$ cat src/rtl/seq_pkg.sv
// rtl/seq_pkg.sv - shared constants for the parameterised serial sequence detector
package seq_pkg;

    localparam int              SEQ_DEFAULT_N       = 4;
    localparam logic [3:0]      SEQ_DEFAULT_PATTERN = 4'b1001;
    localparam int              SEQ_DEFAULT_CW      = 8;
    localparam int              SEQ_N_MIN           = 2;
    localparam int              SEQ_N_MAX           = 16;

endpackage

$ cat src/rtl/sat_counter.sv
// rtl/sat_counter.sv - saturating up-counter, holds at all-ones instead of wrapping
module sat_counter #(
    parameter int CW = 8
) (
    input  logic          clk,
    input  logic          rst,
    input  logic          inc,
    output logic [CW-1:0] q
);

    localparam logic [CW-1:0] L_MAX = '1;

    // count up on inc, stick at the maximum value
    always_ff @(posedge clk) begin
        if (rst) begin
            q <= '0;
        end else if (inc && (q != L_MAX)) begin
            q <= q + 1'b1;
        end
    end

endmodule

$ cat src/rtl/seq_detect_param.sv
// rtl/seq_detect_param.sv - serial pattern detector with runtime reload and match counter
module seq_detect_param
    import seq_pkg::*;
#(
    parameter int N       = SEQ_DEFAULT_N,
    parameter     PATTERN = SEQ_DEFAULT_PATTERN,
    parameter bit OVERLAP = 1'b1,
    parameter int CW      = SEQ_DEFAULT_CW
) (
    input  logic          clk,
    input  logic          rst,
    input  logic          a,
    input  logic          en,
    input  logic          load,
    input  logic [N-1:0]  pat_in,
    output logic          out,
    output logic [CW-1:0] count
);

    localparam int             FW       = (N > 2) ? $clog2(N) : 1;
    localparam logic [FW-1:0]  L_FULL   = FW'(N - 1);
    localparam logic [N-1:0]   L_PAT    = N'(PATTERN);

    // Reject illegal lengths and patterns whose width disagrees with N
    generate
        if ((N < SEQ_N_MIN) || (N > SEQ_N_MAX)) begin : g_bad_n
            $error("seq_detect_param: N out of legal range");
        end
        if ($bits(PATTERN) != N) begin : g_bad_pattern
            $error("seq_detect_param: PATTERN width differs from N");
        end
    endgenerate

    logic [N-2:0]  r_hist;
    logic [FW-1:0] r_fill;
    logic [N-1:0]  r_pat;
    logic          r_out;

    logic [N-1:0]  w_window;
    logic          w_full;
    logic          w_match;

    // The candidate window is the stored history plus the bit arriving now
    assign w_window = {r_hist, a};
    assign w_full   = (r_fill == L_FULL);
    assign w_match  = en & ~load & w_full & (w_window == r_pat);

    // History, fill level, active pattern and registered match pulse
    always_ff @(posedge clk) begin
        if (rst) begin
            r_hist <= '0;
            r_fill <= '0;
            r_pat  <= L_PAT;
            r_out  <= 1'b0;
        end else if (load) begin
            // fill restarts so bits from before the reload never complete a match
            r_pat  <= pat_in;
            r_fill <= '0;
            r_out  <= 1'b0;
        end else if (en) begin
            r_hist <= w_window[N-2:0];
            r_out  <= w_match;
            if (w_match && !OVERLAP) begin
                r_fill <= '0;
            end else if (!w_full) begin
                r_fill <= r_fill + 1'b1;
            end
        end else begin
            r_out  <= 1'b0;
        end
    end

    assign out = r_out;

    sat_counter #(
        .CW (CW)
    ) u_match_count (
        .clk (clk),
        .rst (rst),
        .inc (w_match),
        .q   (count)
    );

endmodule

$ cat config.mk
export PLATFORM = sky130hd
export DESIGN_NAME = seq_detect_param
export DESIGN_NICKNAME = d
export VERILOG_FILES = /design/src/rtl/seq_pkg.sv /design/src/rtl/sat_counter.sv /design/src/rtl/seq_detect_param.sv
export SDC_FILE = /design/constraint.sdc
export NUM_CORES = 1
export LEC_CHECK = 0
export CAP_MARGIN = 15
export CORE_MARGIN = 1
export CORE_UTILIZATION = 45
export CTS_CLUSTER_SIZE = 12
export DETAILED_ROUTE_END_ITERATION = 8
export PLACE_DENSITY = 0.69
export SETUP_SLACK_MARGIN = 0.2
export SLEW_MARGIN = 15
export SYNTH_ARGS = -nofsm -noshare
export SYNTH_HDL_FRONTEND = slang
export SYNTH_SLANG_ARGS = --single-unit
export TNS_END_PERCENT = 20
$ cat constraint.sdc
create_clock -name clk -period 2.6 [get_ports clk]
set_clock_uncertainty 0.15 [all_clocks]
set_input_delay 0.39 -clock clk [delete_from_list [all_inputs] [get_ports clk]]
set_output_delay 0.39 -clock clk [all_outputs]
set_load 0.01 [all_outputs]
==> impl_results.md, run 1 <==
- Leakage component of the power: 0.404 nW
- Number of antenna violations at the first check in global routing: 0
- Deepest clock path buffer count: 2
- Total number of yosys warnings: 0
- Share of synthesized area occupied by flip-flops and latches: about two fifths
- Post-detailed-route wirelength per cell: roughly 13 um
- Number of sinks driven by the clock tree: 18
- Power share of the clock group: roughly 28%
- Slew Limit Fails: 0
- Post-DP HPWL: roughly 1.3 mm
- Max_slew headroom: 64.6%
- Tightest Hold Check Type: flip-flop to flip-flop
- Vias in the first global route: 699
- Number of cells on the worst hold path: 2
- Combined area of all synthesized cells: 886 sq um
- Post-cts resize count: 0
- Setup_tns: 0 ns
- Delay of the slowest critical-path stage: between 0.4 and 0.5 ns
- Die Outline Area: around 2200 sq um
- Number of buffers added to fix hold violations after cts: 0
- Count of final setup violators: 0
- Data arrival time of the worst path: ~2.1 ns
- Number of setup buffers added after CTS: 0
- Share of total power consumed by net switching: a little under a quarter
- Area share of the largest cell type after synthesis: between 40 and 50%
- Pre-Repair DR Iteration Count: 4
- Number of maximum-capacitance violations: 0
- Total gr overflow: 0
- Total wire length after detailed routing: ~1.7 mm
- Global placer's final weighted congestion: about 0.9
- Worst IR drop on VDD: roughly 0.36 mV
- Number of vias in the routed layout: between 700 and 800
- Effective utilization at floorplan: between 40% and 50%
- Final #Nets: about 120
- Maximum level of the CTS H-tree: 1
- Fraction of final layout cells sized beyond drive strength 1: around 15%
- GR Util All Layers: around a fifth
- Fmax: 476 MHz
- Filler cells: 161
- Die width: approximately 46 um
- Critical-path top delay cell: nor4b_1
- Leading cell types by total area after synthesis: dfxtp_1, mux2i_1, xnor2_1
- Placeable core region: 1780 sq um
- Per-cell via count in the routed design: around 5.6
- Internal power summed over all cells: roughly 0.36 mW
- Maximum fanout encountered on the critical timing path: 7
- Kind of end point of the critical path: flip-flop
- Clock transition at path regs: approximately 0.1 ns
- Transition time at the pin with the least slew margin: approximately 0.53 ns
- Mean instance size in the synthesized netlist: between 9 and 10 sq um
- Kind of critical path: input pin to flip-flop
- Reg2Reg Setup Slack: ~0.63 ns
- Ordered list of cells on the worst path: clkdlybuf4s50_1, xnor2_1, nand4_4, nor4b_1, mux2_2
- Switching power of the nets: around 0.11 mW
- Clock insertion delay at the later pin of the skew report: between 0.2 and 0.3 ns
- Net Count, Synth: between 100 and 150
- Pin count of the biggest net entering global routing: 16
- CTS root buffer: clkbuf_4
- Result of the run: complete, no violations
- Count of flip-flops with a built-in enable after synthesis: 0
- Crit path required time: between 2 and 3 ns
- Final hold violation count: 0
- Proportion of synthesized flip-flops having asynchronous set or reset: 0%
- Global-route wire length before repair: 2.99 mm
- Portion of total power attributed to combinational logic: a little over a tenth
- Most common cell in the netlist: dfxtp_1
- Power density over the cells: approximately 420 nW/um^2
- Post-route DRC: 0
- TritonCTS Buffers: 3
- Cell type with the highest aggregate area in the netlist: dfxtp_1
- Post-synth top flop: dfxtp_1
- Post-synthesis cell type count: 33
- Gate family responsible for the most delay along the worst path: simple AND/OR/NAND/NOR gates
- Cell types with the highest counts after synthesis: dfxtp_1, nor2_1, mux2i_1
- Ratio of final minimum period to clock period: around four fifths
- Worst Reg-to-Reg Cells: 5
- Reg-to-Reg Start: r_fill[0]
- CTS tree: built
- Number of standard cells after synthesis: 90
- Number of nets with antenna violations after routing: 0
- Growth of design area from synthesis to finish: 24.9%
- Vertical extent of the die: approximately 46 um
- Antenna Cells: 0
- Part of the total power dissipated in sequential elements: 61.1%
- Unrepaired setup endpoints after global routing: false
- Startpoint type of the worst setup path: input pin
- Endpoint, Worst Hold: u_match_count.q[1]
- Capture point of the worst reg-to-reg path: u_match_count.q[4]
- Row Count: 15
- Boundary pin count: 18
- Sum of internal, switching and leakage power: 0.470 mW
- Start point of the worst min-delay path: u_match_count.q[1]
- Buffers plus inverters on the worst setup path: 1
- Number of buffers added on ports: 17
- Iter 0 DRT Violations: 22
- Number of storage elements in the synthesis netlist: 18
- Post-layout minimum cycle time: 2.10 ns
-- state kept, by name, summed over array words and instances (netlist names) --
register         count
out                  1
r_fill               2
r_hist               3
r_pat                4
u_match_count.q      8
-- power by group through the flow --
| stage | combinational, mW | clock, mW | sequential [mW] |
|---|---|---|---|
| 2_1_floorplan | 0.0320 | 0 | 0.292 |
| 3_3_place_gp | 0.0487 | 0 | 0.293 |
| 3_5_place_dp | 0.0504 | 0 | 0.293 |
| 4_1_cts | 0.0508 | 0.138 | 0.287 |
| 5_1_grt | 0.0555 | 0.153 | 0.288 |
| 6_report | 0.0505 | 0.132 | 0.287 |
-- stage by stage --
step / setup WS [ns] / std cells / hold slack, ns / utilization, % / instance area (sq um)
3_5_place_dp: 0.253 / 131 / 0.365 / 60.8 / 1080
6_report: 0.499 / 134 / 0.382 / 62.0 / 1110
4_1_cts: 0.555 / 134 / 0.387 / 62.0 / 1110
2_1_floorplan: 0.776 / 90 / 0.332 / - / 886
5_1_grt: 0.451 / 134 / 0.417 / 62.0 / 1110
3_3_place_gp: 0.367 / 131 / 0.347 / 60.8 / 1080
-- cells in the final DEF, fill, tap and decap left out, types with 3 or more instances in the layout --
| cell type | instances |
|---|---|
| nor2b_1 | 5 |
| nand2_1 | 3 |
| clkdlybuf4s50_1 | 17 |
| clkbuf_4 | 3 |
| a31oi_1 | 3 |
| a21oi_1 | 3 |
| nor2_1 | 10 |
| nor3_1 | 4 |
| mux2i_1 | 7 |
| nand3_1 | 3 |
| dfxtp_1 | 18 |
| xnor2_1 | 5 |
-- metal layers --
layer  vias to the layer above  routed length (um)  track usage (%)
li1                        367                   -                -
met1                       351                 785             24.8
met2                        26                 861             31.9
met3                         2                  87             2.35
met4                         0                  12             10.6
met5                         -                   0                0
-- worst register-to-register path, stage by stage, from the launching register on --
cell     delay [ns]
dfxtp_1        0.36
ha_1           0.17
and3b_2        0.23
nand4_4        0.14
nor4b_1        0.44
mux2_2         0.38
-- how the worst max path moves through the flow --
stage	from	to	slack, ns	cells past startpoint
4_1_cts	a	u_match_count.q[4]	0.55	5
6_report	a	u_match_count.q[4]	0.50	5
5_1_grt	a	u_match_count.q[4]	0.45	5
3_3_place_gp	a	u_match_count.q[4]	0.37	5
3_5_place_dp	a	u_match_count.q[4]	0.25	5
2_1_floorplan	load	u_match_count.q[4]	0.78	5
-- cells by family (layout without fill, tap and decap cells) --
kind of cell / Yosys count / count (layout) / share of synthesized area, %
flops: 18 / 18 / 40.7
buf+inv: 4 / 23 / 2.54
fa+ha+maj: 2 / 2 / 2.82
xor+xnor: 6 / 6 / 5.93
simple gates: 36 / 36 / 25.0
compound gates: 15 / 15 / 12.6
mux: 9 / 9 / 10.5
-- final cells by class --
class | count | area, sq um | share of cell area [%]
Clock buffer | 3 | 22.5 | 2.04
Multi-Input combinational cell | 68 | 503 | 45.5
Inverter | 1 | 3.75 | 0.339
Tap cell | 25 | 31.3 | 2.83
Timing Repair Buffer | 19 | 185 | 16.7
Sequential cell | 18 | 360 | 32.6
Power figures use the tool's default switching activity.
==> inputs of run 2 (changes only) <==
- CORE_UTILIZATION: 45 -> 44
- PLACE_DENSITY: 0.69 -> 0.71
- clock period: 2.6 -> 1.8 ns (I/O delays scaled with it)
==> run 2 against run 1 <==
Effect of this change:
- worst setup slack worse by 0.42 ns
- clock-buffer cell count is 1 higher
- sequential share of layout area decreased by 3.1 points
- clock power up 93%
- sequential power rose by 45%
==> impl_results.md, run 2 (synthesized netlist as in run 1, its figures left out) <==
- Worst-case setup margin in the final layout: 0.0737 ns (-0.425 ns)
- Final #Nets: 131 (+7.4%)
- Start point of the worst min-delay path: u_match_count.q[1]
- Vertical extent of the die: 46.9 um (+1.1%)
- Global placer's final weighted congestion: 0.874 (-1.2%)
- Buffers plus inverters on the worst setup path: 0 (-1)
- Number of antenna violations at the first check in global routing: 0 (unchanged)
- Total wire length after detailed routing: 1.85 mm (+6.0%)
- CTS root buffer: clkbuf_4
- Unrepaired setup endpoints after global routing: true
- Antenna Cells: 0 (unchanged)
- Number of nets with antenna violations after routing: 0 (unchanged)
- Deepest clock path buffer count: 2 (unchanged)
- Power density over the cells: 595 nW/um^2 (+40%)
- Vias in the first global route: 743 (+6.3%)
- Maximum fanout encountered on the critical timing path: 5 (-2)
- CTS tree: built
- Die Outline Area: 2200 sq um (+2.2%)
- Kind of end point of the critical path: flip-flop
- Startpoint type of the worst setup path: flip-flop
- Pin count of the biggest net entering global routing: 15 (-1)
- Crit path required time: 1.89 ns (-0.74 ns)
- Post-detailed-route wirelength per cell: 12.9 um (-1.3%)
- GR Util All Layers: 20.6% (+0.99 points)
- Ratio of final minimum period to clock period: between 90 and 100%
- Fraction of final layout cells sized beyond drive strength 1: 34.5% (+20 points)
- Growth of design area from synthesis to finish: 42.9%
- Max FFs per register: 8 (unchanged)
- Reg2Reg Setup Slack: 0.07 ns (-0.56 ns)
- Result of the run: complete, no violations
- Commonest cells after routing, fill and taps aside: clkdlybuf4s50_1, buf_4, nor2_1, dfxtp_1
- Endpoint, Worst Hold: u_match_count.q[1]
- Ordered list of cells on the worst path: and4_4, a311o_1, or4_4, a21oi_2
- Data arrival time of the worst path: 1.81 ns (-0.32 ns)
- Number of maximum-capacitance violations: 0 (unchanged)
- Number of setup buffers added after CTS: 0 (unchanged)
- Placement-stage worst setup slack: -0.227 ns (-0.479 ns)
- Placeable core region: 1800 sq um (+1.1%)
- Fmax: between 500 and 600 MHz
- Final cell area excluding filler cells: 1270 sq um (+14%)
- Global-route wire length before repair: 3.11 mm (+4.2%)
- Worst IR drop on VDD: 0.398 mV (+12%)
- Slew Limit Fails: 0 (unchanged)
- Row Count: 15 (unchanged)
- Transition time at the pin with the least slew margin: 0.496 ns (-0.0332 ns)
- Cell area reported after detailed placement: 1190 sq um (+10%)
- Maximum level of the CTS H-tree: 1 (unchanged)
- Post-layout minimum cycle time: 1.73 ns
- Capture point of the worst reg-to-reg path: u_match_count.q[5]
- Final hold violation count: 0 (unchanged)
- Number of cells on the worst hold path: 2 (unchanged)
- Top reg by flops: u_match_count.q
- Critical-path top delay cell: or4_4
- Gate family responsible for the most delay along the worst path: simple AND/OR/NAND/NOR gates
- Effective utilization at floorplan: 49.2% (-0.52 points)
- Boundary pin count: 18 (unchanged)
- Kind of critical path: flip-flop to flip-flop
- Leakage component of the power: 0.505 nW (+25%)
- Number of vias in the routed layout: 751 (+0.67%)
- TritonCTS Buffers: 3 (unchanged)
- Worst Reg-to-Reg Cells: 4 (-1)
- Max_slew headroom: 66.8% (+2.2 points)
- Number of buffers added on ports: 17 (unchanged)
- Iter 0 DRT Violations: 9 (-59%)
- Reg-to-Reg Start: u_match_count.q[5]
- Clock transition at path regs: 0.11 ns (about the same)
- Post-DP HPWL: 1.42 mm (+5.3%)
- Pre-Repair DR Iteration Count: 4 (unchanged)
- Post-route DRC: 0 (unchanged)
- Total gr overflow: 0 (unchanged)
- Number of sinks driven by the clock tree: 18 (unchanged)
- Die width: 46.9 um (+1.1%)
- Tightest Hold Check Type: flip-flop to flip-flop
- Count of final setup violators: 0 (unchanged)
- Delay of the slowest critical-path stage: 0.43 ns (about the same)
- Most frequent standard cell in the layout excluding fill and tap cells: clkdlybuf4s50_1
- Per-cell via count in the routed design: 5.22 (-6.3%)
- Clock insertion delay at the later pin of the skew report: 0.30 ns (+0.02 ns)
- Regs by FF count: u_match_count.q: 8 flops, r_pat: 4 flops, r_hist: 3 flops
## run 2: changes by cell type in the layout (fill, tap and decap cells not counted), moves of 2 or more
cell | previous run | this run
buf_4 | 2 | 11
dfxtp_1 | 18 | 10
dlygate4sd2_1 | 0 | 3
a21oi_2 | 0 | 2
clkdlybuf4s50_1 | 17 | 13
ha_1 | 2 | 0
dfxtp_2 | 0 | 7
a21oi_1 | 3 | 1
ha_4 | 0 | 2
## run 2: worst reg2reg max path: stages, from the launching register on
cell and delay (ns):
dfxtp_4 0.37, and4_4 0.19, a311o_1 0.41, or4_4 0.43, a21oi_2 0.12
## run 2: metal layers
| metal | global-route usage [%] | vias to the layer above | share of wire [%] |
|---|---|---|---|
| met1 | 26.9 | 344 | 49 |
| met3 | 3.46 | 5 | 2.9 |
| met4 | 12.6 | 0 | 2.3 |
| met2 | 31.7 | 18 | 46 |
| met5 | 0 | - | 0 |
| li1 | - | 384 | - |
## run 2: worst max path at each step
stage	from	end	slack [ns]	depth (start not counted)
after global placement	a	u_match_count.q[4]	-0.19	6
after floorplan	r_fill[1]	u_match_count.q[0]	0.16	5
after global routing	u_match_count.q[5]	u_match_count.q[5]	0.02	4
after detailed placement	a	u_match_count.q[4]	-0.23	6
final	u_match_count.q[5]	u_match_count.q[5]	0.07	4
after CTS	u_match_count.q[0]	u_match_count.q[5]	0.07	4
## run 2: through the flow
stage / cells / total power, mW / util [%] / hold WS (ns) / setup TNS, ns
floorplan: 90 / 0.470 / - / 0.242 / 0
global placement: 140 / 0.504 / 66.2 / 0.349 / -1.19
detailed placement: 140 / 0.506 / 66.2 / 0.358 / -1.42
CTS: 144 / 0.761 / 68.1 / 0.382 / 0
global route: 144 / 0.792 / 70.3 / 0.402 / 0
finish: 144 / 0.754 / 70.3 / 0.377 / 0
## run 2: timing repair
| item | in CTS | in global routing |
|---|---|---|
| gates resized for setup | 4 | 11 |
| hold buffers | 0 | 0 |
| pin swaps | 0 | 2 |
| endpoints found under the setup margin | 16 | 14 |
| hold endpoints to repair | 0 | 0 |
## run 2: power by group
part	internal (mW)	total (mW)	switching, mW	leakage (nW)
combinational	0.0485	0.0843	0.0357	0.334
clock	0.123	0.255	0.132	0.0210
sequential	0.406	0.415	0.00866	0.151
## run 2: area by class of cell
class	instances	area, sq um
clock buffer	4	36.3
fill	157	536
inverter	1	3.75
multi-input combinational	68	571
sequential	18	373
tap	25	31.3
timing repair buffer	28	251
